--- config.mk ---
export PLATFORM = sky130hd
export DESIGN_NAME = mf_clken_nco
export DESIGN_NICKNAME = d
export VERILOG_FILES = /design/src/rtl/mf_clken_nco.sv
export SDC_FILE = /design/constraint.sdc
export NUM_CORES = 1
export LEC_CHECK = 0
export ABC_CLOCK_PERIOD_IN_PS = 9700
export CORE_AREA = 2 2 285 287
export CTS_BUF_LIST = sky130_fd_sc_hd__clkbuf_8 sky130_fd_sc_hd__clkbuf_16
export DETAILED_ROUTE_END_ITERATION = 10
export DIE_AREA = 0 0 287 289
export PLACE_DENSITY_LB_ADDON = 0.15
export SYNTH_ARGS = -nofsm -noshare
export SYNTH_HDL_FRONTEND = slang
export SYNTH_SLANG_ARGS = --single-unit
--- constraint.sdc ---
create_clock -name refclk -period 9.7 [get_ports refclk]
set_clock_uncertainty 0.2 [all_clocks]
set_input_delay 1.94 -clock refclk [delete_from_list [all_inputs] [get_ports refclk]]
set_output_delay 1.94 -clock refclk [all_outputs]
set_load 0.01 [all_outputs]
--- src/rtl/mf_clken_nco.sv ---
// Multi-channel NCO clock-enable generator: per-channel phase accumulators with
// double-buffered increment/phase configuration and a configuration-lock timer.
module mf_clken_nco #(
  parameter int NUM_CH      = 5,
  parameter int ACC_W       = 32,
  parameter int LOCK_CYCLES = 16
) (
  input  logic              refclk,
  input  logic              rst,
  input  logic              run,
  input  logic              cfg_wr,
  input  logic [2:0]        cfg_ch,
  input  logic              cfg_sel,
  input  logic [ACC_W-1:0]  cfg_data,
  input  logic              apply,
  output logic [NUM_CH-1:0] ce,
  output logic [NUM_CH-1:0] clk_out,
  output logic              locked
);

  localparam int LW = $clog2(LOCK_CYCLES + 1);
  localparam logic [LW-1:0] LOCK_MAX = LW'(LOCK_CYCLES);

  logic [ACC_W-1:0] shadow_inc   [NUM_CH];
  logic [ACC_W-1:0] shadow_phase [NUM_CH];
  logic [ACC_W-1:0] active_inc   [NUM_CH];
  logic [ACC_W-1:0] acc          [NUM_CH];
  logic [ACC_W-1:0] byp_inc      [NUM_CH];
  logic [ACC_W-1:0] byp_phase    [NUM_CH];
  logic [ACC_W:0]   sum          [NUM_CH];
  logic [LW-1:0]    lock_cnt;
  logic [LW-1:0]    lock_nxt;
  logic             wr_ok;

  assign wr_ok = cfg_wr && (int'(cfg_ch) < NUM_CH);

  // Shadow values as they will be after this edge, so a same-cycle apply
  // picks up the word being written.
  always_comb begin
    for (int i = 0; i < NUM_CH; i++) begin
      byp_inc[i]   = shadow_inc[i];
      byp_phase[i] = shadow_phase[i];
      if (wr_ok && (cfg_ch == 3'(i))) begin
        if (cfg_sel) byp_phase[i] = cfg_data;
        else         byp_inc[i]   = cfg_data;
      end
      sum[i] = {1'b0, acc[i]} + {1'b0, active_inc[i]};
    end
  end

  always_comb begin
    lock_nxt = lock_cnt;
    if (apply)                    lock_nxt = '0;
    else if (lock_cnt < LOCK_MAX) lock_nxt = lock_cnt + LW'(1);
  end

  always_ff @(posedge refclk) begin
    if (rst) begin
      for (int i = 0; i < NUM_CH; i++) begin
        shadow_inc[i]   <= '0;
        shadow_phase[i] <= '0;
        active_inc[i]   <= '0;
        acc[i]          <= '0;
      end
      ce       <= '0;
      lock_cnt <= '0;
      locked   <= 1'b0;
    end else begin
      for (int i = 0; i < NUM_CH; i++) begin
        shadow_inc[i]   <= byp_inc[i];
        shadow_phase[i] <= byp_phase[i];
        if (apply) begin
          active_inc[i] <= byp_inc[i];
          acc[i]        <= byp_phase[i];
          ce[i]         <= 1'b0;
        end else if (run) begin
          acc[i] <= sum[i][ACC_W-1:0];
          ce[i]  <= sum[i][ACC_W];
        end else begin
          ce[i] <= 1'b0;
        end
      end
      lock_cnt <= lock_nxt;
      locked   <= (lock_nxt == LOCK_MAX);
    end
  end

  // The accumulator MSB is already a register output, so it is glitch-free.
  always_comb begin
    clk_out = '0;
    for (int i = 0; i < NUM_CH; i++) clk_out[i] = acc[i][ACC_W-1];
  end

endmodule

# Word-level counts from Yosys, hierarchy flattened
# Memories as Yosys holds them, arrays and structs flattened.
# Cells that the tools add are included.
dict set report word_totals {
  register_bits 11
  latchBits 0
  ramBits 640
  romBits 0
  in_bits 41
  output_inout_bits 11
  wordCells 111
  n_memories 4
}
# memory depth word_bits rd rd_clocked_by_memory_dff wr line_no
set mem_list {}
lappend mem_list {acc 5 32 5 0 5 27} ;# logic [ACC_W-1:0] acc [NUM_CH];
lappend mem_list {active_inc 5 32 5 0 5 26} ;# logic [ACC_W-1:0] active_inc [NUM_CH];
lappend mem_list {shadow_inc 5 32 5 0 5 24} ;# logic [ACC_W-1:0] shadow_inc [NUM_CH];
lappend mem_list {shadow_phase 5 32 5 0 5 25} ;# logic [ACC_W-1:0] shadow_phase [NUM_CH];
dict set report classes {
  addsub 6
  n_mul 0
  div_mod_pow 0
  order_cmp 2
  n_eq_ne 5
  shifts 0
  n_mux 57
  bitwise 26
  n_reduce_logical 8
}
# operator n
set ops {}
lappend ops {{two-way mux 32 bit} 45}
lappend ops {{adder 32 x 32 -> 33 bit} 5}
lappend ops {{OR 1 bit} 25}
lappend ops {{two-way mux 1 bit} 10}
lappend ops {{two-way mux 5 bit} 2}
lappend ops {{== test 3 x 2 -> 1 bit (second input constant)} 2}
lappend ops {{logical AND 1 bit} 6}
lappend ops {{adder 5 x 1 -> 5 bit (second input constant)} 1}
lappend ops {{== test 5 bit (second input constant)} 1}
lappend ops {{< comparator 5 bit (second input constant)} 1}
lappend ops {{== test 3 x 1 -> 1 bit (second input constant)} 1}
lappend ops {{== test 3 bit (second input constant)} 1}
lappend ops {{zero test 3 bit} 1}
lappend ops {{< comparator 3 bit (second input constant)} 1}
lappend ops {{OR reduction 3 bit} 1}
lappend ops {{NOT 1 bit} 1}

# Depth between registers and ports, before layout
dict set report depth {
  word_depth 6
  mapped_depth 11
  mapped_depth_nobuf 11
}

# Least setup slack after synthesis
# No wires, ideal clock.
dict set report synth_timing {
  path_type {input -> register}
  startpoint {input apply}
  endpoint {register locked}
  setup_ns 0.118
  arrival_ns 5.982
  t_required_ns 9.382
  path_slack_ns 3.400
  stages 5
  path_buffers 1
  cell_sequence {clkbuf_1 > nor2_1 > inv_1 > nor2_1 > and3_1}
}
dict set report synth_via {
  elab_chain_len 2
}
# element line_no
set synth_rtl {}
lappend synth_rtl {{from (decl)} 15} ;# input logic apply,
lappend synth_rtl {{two-way mux 5 bit} 53} ;# if (apply) lock_nxt = '0;
lappend synth_rtl {{== test 5 bit} 84} ;# locked <= (lock_nxt == LOCK_MAX);
lappend synth_rtl {{to (signal assigned)} 84}
lappend synth_rtl {{to (decl)} 18} ;# output logic locked
# Every way passes these cells.
# A chain may end at the register's enable or synchronous reset.

==> summary by stage <==
STA
On the final layout, the worst hold slack is 0.2543 ns. The final hold violation count is 0. The worst path needs 4.698 ns of the cycle, external delays included.

Setup repair after global routing left no endpoint under its margin. The least setup slack across all paths after layout is 5.002 ns. For the final routed database, the setup TNS stands at 0 ns. The actual slew at the worst max-slew pin is 1.153 ns.

The post-route clock period utilization is 48.43%. Setup violations remaining at the end of the flow were counted as 0. Static timing analysis puts the maximum clock frequency at 0.2129 GHz. The max-slew headroom at the worst pin is 22.92%. The number of max-slew violations in the final report is 0.

Global routing
The maximum number of pins on one net before global-route repair is 177. After global routing the overflow that remains totals 0. The global-route wire length before repair is 131900 µm. The via count of the first global-routing pass was 22280. The number of antenna violations at the first check in global routing is 5. Global routing used 20.55% of the available tracks.

Clock tree
The number of hold buffers added after cts is 0. After clock tree synthesis, the clock-pin slew on the worst setup and hold paths is 0.06 ns. Counting every sink on the clock net gives 651. The clock tree buffer depth is 3. In this run, CTS created clock tree buffers numbering 74. After clock tree synthesis, the repair step resized 0 gates.

The tree is rooted in a clkbuf_16. Once the clock tree was built, the setup fixing pass inserted 0 buffers. The clock tree from TritonCTS is done.

Clock latency on the worst-skew pair, taken at its later pin, is 0.61 ns. The number of H-tree branching levels is 3.

Detailed routing
The number of remaining DRC errors is 0. After detailed routing, the number of vias per cell comes to 5.503. After detailed routing, the total wire length is 85310 µm. The number of routed nets with antenna violations is 0. The number of DRC markers after the initial detailed-route iteration is 1603.

The number of detailed-route iterations in the first pass is 5. In the final routed layout, each cell accounts on average for 20.61 µm. The routed layout has 22780 vias.

Hold path
Along the worst hold path, the cell count comes to 2. In this run the worst hold path is classified as flop to flop.

Floorplan
The floorplan step set the die height to 289 µm. The width of the die is 287 µm. The core region is 79900 µm². After floorplanning, the core was divided into 104 placement rows. For this configuration, the core starts out at a cell density of 39.56%. The area of the die is 82940 µm². Pin placement for this block handled 52 I/O pins.

Power
For this design the static power due to leakage is 0.01518 µW. The areal power density over the cells is 181.6 nW/µm². The maximum ir drop on the vdd rail is 0.1236 mV.

Worst setup path
STA classifies the critical path startpoint as an input port. STA puts the critical path data required time at 9.82 ns. STA classifies the critical path endpoint as a flop. The data arrival time at the worst-slack endpoint is 4.82 ns. Walking the worst path, the cells encountered are buf_6 > nor2_1 > nand2_4 > buf_4 > nor3_1 > mux2i_1 > o211ai_1. The maximum fanout count along the critical path is 75. The number of cells traversed by the worst register-to-register path is 11. On the worst path, the slowest cell contributes a delay of 0.92 ns. The critical path is of the input port to flop type. The slowest stage cell on the critical path is buf_4.

Placement
Port buffering added 51 buffers. The sum of net half-perimeters after detailed placement is 53240 µm. Before CTS, the worst setup slack after placement is 4.362 ns. At the end of routability-driven placement, the weighted congestion stood at 0.9123.

Synth
The number of nets produced by synthesis is 3276. The cell count after synthesis came out at 3069. Dividing the synthesized area by the synthesized cell count gives 10.30 µm². The warning count from the yosys run is 0.

The async set-or-reset flop fraction in the synthesized netlist is 0%. Synthesis inferred 651 register bits. The synthesized netlist occupies a cell area of 31610 µm². The most used flip-flop cell after synthesis is dfxtp_1. The number of flops mapped to enable cells by yosys is 320. In this run, distinct cell masters in the synthesized netlist total 66. The part of the Yosys area used for sequential elements is 51.37%.

Layout
For this run, the post-layout net count is 3228. The footprint of the flip-flops and latches is 16240 µm². The proportion of layout cells with a drive suffix above 1 is 5.196%. Summing all multi-input logic gate instances after layout gives 14510 µm². The filler cell count in the final layout is 7600. The area growth from synthesis to layout is 11.97%.

Flow run
The reported max-cap violation count is 0.

Outcome
The run finished with clean final reports.
-- layout by cell type (no fill, tap or decap), types with 9 or more instances in the layout --
cell type and instances:
dfxtp_1 331, nor2_1 330, edfxtp_1 320, nand2_1 275
mux2i_1 248, a21oi_1 215, and2_1 168, ha_1 161
o21ai_0 120, o22ai_1 100, a21o_1 85, xnor2_1 77
clkbuf_16 76, xor2_1 64, inv_1 58, clkdlybuf4s50_1 49
nand3_1 35, o21bai_1 29, buf_4 26, a211oi_1 25
o21a_1 24, a31oi_1 22, nor3_1 19, nand4_1 19
and3_1 17, clkbuf_8 12, o211ai_1 10, a2111oi_0 9
-- state kept, by name, summed over array words and instances, names as in the netlist --
name and count:
lock_cnt 5, ce 5, active_inc 160, shadow_phase 160, shadow_inc 160, locked 1
acc 160
-- where the power goes --
group | total (µW) | leakage [µW] | internal, µW | switching, µW
Sequential | 3010 | 0.00631 | 2980 | 34.7
Combinational | 593 | 0.00757 | 201 | 391
Clock | 2820 | 0.00131 | 1690 | 1130
-- metal layers --
layer / part of all wire (%) / up-vias / GRT usage (%) / wire length [µm]
met5: 0.011 / - / 0 / 9
met4: 2.6 / 2 / 5.885 / 2229
met3: 5.4 / 121 / 3.157 / 4619
met2: 45 / 589 / 33.02 / 38080
met1: 47 / 11150 / 28.71 / 40360
li1: - / 10930 / - / -
-- path summary, 6_finish.rpt --
check | from | endpoint | slack [ns]
max | apply | acc[1][28] | 5.00
min | shadow_inc[0][19] | shadow_inc[0][19] | 0.25
max reg2reg | acc[2][0] | acc[2][30] | 5.45
min reg2reg | shadow_inc[0][19] | shadow_inc[0][19] | 0.25
-- synthesized netlist by cell type (all sizes together), types with 17 or more instances --
master	count	area share, %
o22ai	100	2.0
o21ai	126	2.0
xor2	64	1.8
nand2	278	3.3
a21oi	215	3.4
a211oi	26	0.63
ha	161	6.4
buf	34	0.50
and2	168	3.3
inv	32	0.38
o21a	24	0.57
nand4	19	0.38
clkbuf	168	2.0
a21o	85	2.0
nor3	21	0.33
nand3	35	0.55
a31oi	22	0.44
mux2i	248	7.9
dfxtp	331	21
nor2	330	3.9
xnor2	77	2.1
o21bai	29	0.69
edfxtp	320	30
and3	17	0.34
-- metrics by stage --
step                util (%)  instance area, µm²  cells  total power (µW)
floorplan                  -               31610   3069              3475
global placement       41.21               32930   4005              3651
detailed placement     41.21               32930   4005              3659
CTS                    44.29               35390   4139              6491
global route           44.29               35390   4139              6654
finish                 44.29               35390   4140              6425
-- cells by family after synthesis --
| family | synth area share (%) |
|---|---|
| compound gates | 14.15 |
| simple gates | 13.15 |
| flops | 51.37 |
| xor+xnor | 3.907 |
| buf+inv | 2.874 |
| fa+ha+maj | 6.690 |
| mux | 7.854 |
-- critical path: cells and delay by family --
family	cells	cell delay [ns]
buffers and inverters	2	1.29
and+or+nand+nor	3	1.20
muxes	1	0.18
AOI/OAI and AO/OA	1	0.10
-- cell type report --
class	count	area share [%]
diodes	1	0.007071
clock buffers	88	5.841
repair buffers	78	2.068
inverters	32	0.3536
well taps	1060	3.748
clock inverters	46	1.100
flip-flops and latches	651	45.88
multi-input cells	2184	41.00
(Power assumes the default switching activity.)
